## src/rtl/gamepad_pmod_transmitter.sv

```systemverilog
// Gamepad Pmod serial transmitter: shifts a parallel button word out MSB-first
// as pmod_clk / pmod_data, then a pmod_latch pulse, then an idle gap.
// All outputs come straight from flops.
//
// state | meaning
// IDLE  | waiting for enable, all outputs low
// SETUP | pmod_clk low, current bit on pmod_data
// HIGH  | pmod_clk high, receiver samples current bit
// LATCH | pmod_latch high after the last bit
// GAP   | idle clocks before the next frame (busy still high)
module gamepad_pmod_transmitter #(
  parameter int BIT_WIDTH  = 12,
  parameter int CLK_DIV    = 4,
  parameter int GAP_CYCLES = 8
) (
  input  logic                 clk,
  input  logic                 rst_n,
  input  logic                 enable,
  input  logic [BIT_WIDTH-1:0] tx_data,
  output logic                 pmod_clk,
  output logic                 pmod_data,
  output logic                 pmod_latch,
  output logic                 busy,
  output logic                 frame_done
);

  localparam int MAX_CNT = (CLK_DIV > GAP_CYCLES) ? CLK_DIV : GAP_CYCLES;
  localparam int DIV_W   = $clog2(MAX_CNT + 1);
  localparam int BIT_W   = (BIT_WIDTH > 1) ? $clog2(BIT_WIDTH) : 1;

  localparam logic [DIV_W-1:0] DIV_LOAD = DIV_W'(CLK_DIV - 1);
  localparam logic [DIV_W-1:0] GAP_LOAD = DIV_W'(GAP_CYCLES - 1);
  localparam logic [BIT_W-1:0] LAST_BIT = BIT_W'(BIT_WIDTH - 1);

  typedef enum logic [2:0] {
    IDLE  = 3'd0,
    SETUP = 3'd1,
    HIGH  = 3'd2,
    LATCH = 3'd3,
    GAP   = 3'd4
  } state_t;

  state_t               state, state_nxt;
  logic [BIT_WIDTH-1:0] shift, shift_nxt;
  logic [DIV_W-1:0]     div_cnt, div_nxt;
  logic [BIT_W-1:0]     bit_cnt, bit_nxt;
  logic                 clk_nxt, data_nxt, latch_nxt, busy_nxt, done_nxt;
  logic                 cnt_done, load;

  assign cnt_done = (div_cnt == '0);
  // A frame loads from IDLE or at the end of the gap when enable is still high.
  assign load = enable && ((state == IDLE) || ((state == GAP) && cnt_done));

  // State, datapath and output registers.
  always_ff @(posedge clk or negedge rst_n) begin
    if (!rst_n) begin
      state      <= IDLE;
      shift      <= '0;
      div_cnt    <= '0;
      bit_cnt    <= '0;
      pmod_clk   <= 1'b0;
      pmod_data  <= 1'b0;
      pmod_latch <= 1'b0;
      busy       <= 1'b0;
      frame_done <= 1'b0;
    end else begin
      state      <= state_nxt;
      shift      <= shift_nxt;
      div_cnt    <= div_nxt;
      bit_cnt    <= bit_nxt;
      pmod_clk   <= clk_nxt;
      pmod_data  <= data_nxt;
      pmod_latch <= latch_nxt;
      busy       <= busy_nxt;
      frame_done <= done_nxt;
    end
  end

  // Next-state selection; every timed state leaves when its down-counter hits zero.
  always_comb begin
    state_nxt = state;
    case (state)
      IDLE:  if (enable)   state_nxt = SETUP;
      SETUP: if (cnt_done) state_nxt = HIGH;
      HIGH:  if (cnt_done) state_nxt = (bit_cnt == LAST_BIT) ? LATCH : SETUP;
      LATCH: if (cnt_done) state_nxt = GAP;
      GAP:   if (cnt_done) state_nxt = enable ? SETUP : IDLE;
      default:             state_nxt = IDLE;
    endcase
  end

  // Next values of the registered outputs, shifter and counters.
  always_comb begin
    shift_nxt = shift;
    div_nxt   = div_cnt;
    bit_nxt   = bit_cnt;
    clk_nxt   = pmod_clk;
    data_nxt  = pmod_data;
    latch_nxt = pmod_latch;
    busy_nxt  = busy;
    done_nxt  = 1'b0;

    if (state != IDLE && !cnt_done) div_nxt = div_cnt - DIV_W'(1);

    case (state)
      SETUP: begin
        if (cnt_done) begin
          clk_nxt = 1'b1;
          div_nxt = DIV_LOAD;
        end
      end
      HIGH: begin
        if (cnt_done) begin
          clk_nxt = 1'b0;
          div_nxt = DIV_LOAD;
          if (bit_cnt == LAST_BIT) begin
            data_nxt  = 1'b0;
            latch_nxt = 1'b1;
          end else begin
            // Data only moves on the pmod_clk falling edge.
            shift_nxt = shift << 1;
            data_nxt  = shift_nxt[BIT_WIDTH-1];
            bit_nxt   = bit_cnt + BIT_W'(1);
          end
        end
      end
      LATCH: begin
        if (cnt_done) begin
          latch_nxt = 1'b0;
          done_nxt  = 1'b1;
          div_nxt   = GAP_LOAD;
        end
      end
      GAP: begin
        if (cnt_done && !enable) busy_nxt = 1'b0;
      end
      default: ;
    endcase

    // Snapshot of tx_data; later changes wait for the next frame.
    if (load) begin
      shift_nxt = tx_data;
      data_nxt  = tx_data[BIT_WIDTH-1];
      busy_nxt  = 1'b1;
      bit_nxt   = '0;
      div_nxt   = DIV_LOAD;
      clk_nxt   = 1'b0;
    end
  end

endmodule

```

## config.mk

```make
export PLATFORM = sky130hd
export DESIGN_NAME = gamepad_pmod_transmitter
export DESIGN_NICKNAME = d
export VERILOG_FILES = /design/src/rtl/gamepad_pmod_transmitter.sv
export SDC_FILE = /design/constraint.sdc
export NUM_CORES = 1
export LEC_CHECK = 0
export CORE_AREA = 5 5 62 76
export DETAILED_ROUTE_END_ITERATION = 10
export DIE_AREA = 0 0 67 81
export DONT_BUFFER_PORTS = 1
export HOLD_SLACK_MARGIN = 0.03
export PLACE_DENSITY = 0.57
export SYNTH_ARGS = -nofsm -noshare
export SYNTH_HDL_FRONTEND = slang
export SYNTH_SLANG_ARGS = --single-unit
export TNS_END_PERCENT = 30
```

## constraint.sdc

```tcl
create_clock -name clk -period 6.5 [get_ports clk]
set_clock_uncertainty 0.15 [all_clocks]
set_input_delay 0.65 -clock clk [delete_from_list [all_inputs] [get_ports clk]]
set_output_delay 0.65 -clock clk [all_outputs]
set_load 0.03 [all_outputs]
```

==> flow_summary.ini <==
[route]
ant_nets = 0
wl_per_cell_microns = 15.7
num_vias = 950
drt-pass1-iter-count = 4
via_per_inst = 5.34
first_iter_violations = 87
drc = 0
finalWirelength_microns = 2790

[clocking]
cts_htree_levels = 1
cts-resized-gates = 0
cts.reportedPaths.clkPinSlew_ps = 100
cts.sinks = 27
cts_buffers = 3
clk_latency_ps = 270
cts_tree = yes
postCtsSetupRepairBufs = 0
clockBufferDepth = 2
hold_buffers = 2
cts-root-buf = clkbuf_8

[hold_path]
min_path_cells = 2
hold_end = pmod_data$_DFFE_PN0P_
hold_class = input port to flip-flop
hp-start = tx_data[11]

[timing]
max_freq_mhz = 374
hold_viol = 0
tns_ps = 0
worst_pin_slew_ps = 600
relSlewSlack_pct = 60.0
setup_violations = 0
hold_slack_ps = 338
min_period_ps = 2670
finalCritPeriodShare_pct = 41.1
slew_violations = 0
rsz0062_at_grt = false

[run_status]
status = finished, final reports clean

[power_and_ir_drop]
leakagePower_nw = 0.679
cellPowerDensity_nw_per_um2 = 415
ir_drop_mv = 0.177
power_w = 0.000617

[critical_path]
cp.required_ps = 6520
regToRegEndpoint = shift[2]$_DFFE_PN0P_
arrival_ps = 2690
regToRegSetupSlack_ps = 3830
cp_cell_sequence = inv_1 > ha_1 > nor4b_4 > and3_1 > mux2_2 > mux2_4
path_delay_family = simple AND/OR/NAND/NOR gates
critPathSlowestCell = and3_1
endpoint_kind = flip-flop
crit_path_start_kind = flip-flop
reg2reg_depth = 6
r2r_start = div_cnt[0]$_DFF_PN0_
max_stage_delay_ps = 610
crit_fanout = 14
worst-setup-path-type = flip-flop to flip-flop
cp.buffers_inverters = 1

[yosys]
syn_nets = 142
synth_cell_type_count = 42
yosysTopAreaCell = dfrtp_1
ys.flop_type = dfrtp_1
synth-async-reset-ratio_pct = 100
syn_inst = 125
syn_avg_cell_area_sq_um = 11.1
synth_top_area_share_pct = 48.6
synth_area_leaders = dfrtp_1, a22o_2, a21o_2
yosys_warnings = 0
synth_edf_count = 0
ys_ff_latch = 27
synth.cell_area_sq_um = 1390
seq_area_frac_synth_pct = 48.6

[global_route]
overflow = 0
grt_pass1_wl_microns = 4780
grt_max_degree = 28
grt_pass1_vias = 1003
gr-usage-all-layers_pct = 11.5
antenna_found_initial = 0

[die]
die_area_sq_um = 5430
row_count = 25
die_h_microns = 81
start_util_pct = 36.2
ios = 20
fp.dieW_microns = 67
core_area_sq_um = 3850

[finish]
fin_util_pct = 38.7
diodes = 0
drive_above_1_share_pct = 25.8
area_growth_syn_to_layout_pct = 6.92
fin_area_sq_um = 1490
fin_nets = 142

[placement]
dpl_cell_area_sq_um = 1410
hpwl_microns = 2000
port_buffers = 0
place.gp.congestion = 0.801

[run]
maxCapViolCount = 0
## state kept, by name (all words and copies together) (netlist names)
name        flops
shift          11
bit_cnt         4
div_cnt         4
state           3
busy            1
frame_done      1
pmod_clk        1
pmod_data       1
pmod_latch      1
## per-layer routing
metal / global-route usage (%) / wire [microns] / share of wire, % / up-vias
li1: - / - / - / 455
met1: 13.6 / 1230 / 44 / 466
met2: 19.2 / 1350 / 48 / 21
met3: 3.73 / 139 / 5.0 / 8
met4: 4.67 / 65 / 2.3 / 0
met5: 0 / 0 / 0 / -
## cell families after synthesis
group | synth area share (%)
XOR/XNOR | 2.52
AND/OR/NAND/NOR | 14.9
multiplexers | 2.61
flip-flops | 48.6
adder cells (fa/ha/maj) | 1.80
buffers and inverters | 4.95
AO/OA/AOI/OAI | 24.6
## cell type report
class,instances,area (sq um)
Multi-Input combinational cell,86,647
Clock buffer,3,41.3
Sequential cell,27,676
Timing Repair Buffer,2,30.0
Tap cell,54,67.6
Fill cell,384,2360
Clock inverter,1,7.51
Inverter,5,18.8
## how the worst max path moves through the flow
stage | start | end | slack [ps] | cells after the start
finish | div_cnt[0]$_DFF_PN0_ | shift[2]$_DFFE_PN0P_ | 3830 | 6
global route | div_cnt[0]$_DFF_PN0_ | shift[2]$_DFFE_PN0P_ | 3640 | 6
CTS | div_cnt[0]$_DFF_PN0_ | shift[2]$_DFFE_PN0P_ | 3810 | 6
detailed placement | div_cnt[0]$_DFF_PN0_ | shift[2]$_DFFE_PN0P_ | 3810 | 6
global placement | div_cnt[0]$_DFF_PN0_ | shift[2]$_DFFE_PN0P_ | 3910 | 6
floorplan | div_cnt[0]$_DFF_PN0_ | shift[2]$_DFFE_PN0P_ | 4330 | 7
## power breakdown
part	internal [W]	switching, W
combinational	0.000112	0.000104
clock	0.0000435	0.0000532
sequential	0.000228	0.0000754
total	0.000384	0.000233
## layout by cell type (no fill, tap or decap), types with 5 or more instances in the layout
| cell | netlist | routed |
|---|---|---|
| a21o_2 | 9 | 9 |
| dfrtp_1 | 27 | 27 |
| a21oi_1 | 7 | 7 |
| a22o_2 | 10 | 10 |
| nand2_1 | 5 | 5 |
| nor2_1 | 9 | 9 |
| inv_1 | 5 | 5 |
| o21ai_0 | 5 | 5 |
## Yosys cell counts (all sizes together), types with 3 or more instances
cell and n:
nor2 10, a22o 11, clkbuf 3, a31oi 3, nand2 5, o21ai 5
buf 4, inv 5, and3 3, a21oi 8, a21o 10, dfrtp 27
## stage by stage
step	setup WS (ps)	cells
6_report	3830	178
5_1_grt	3640	178
4_1_cts	3810	178
3_5_place_dp	3810	172
3_3_place_gp	3910	172
2_1_floorplan	4330	125
Power figures use the tool's default switching activity.
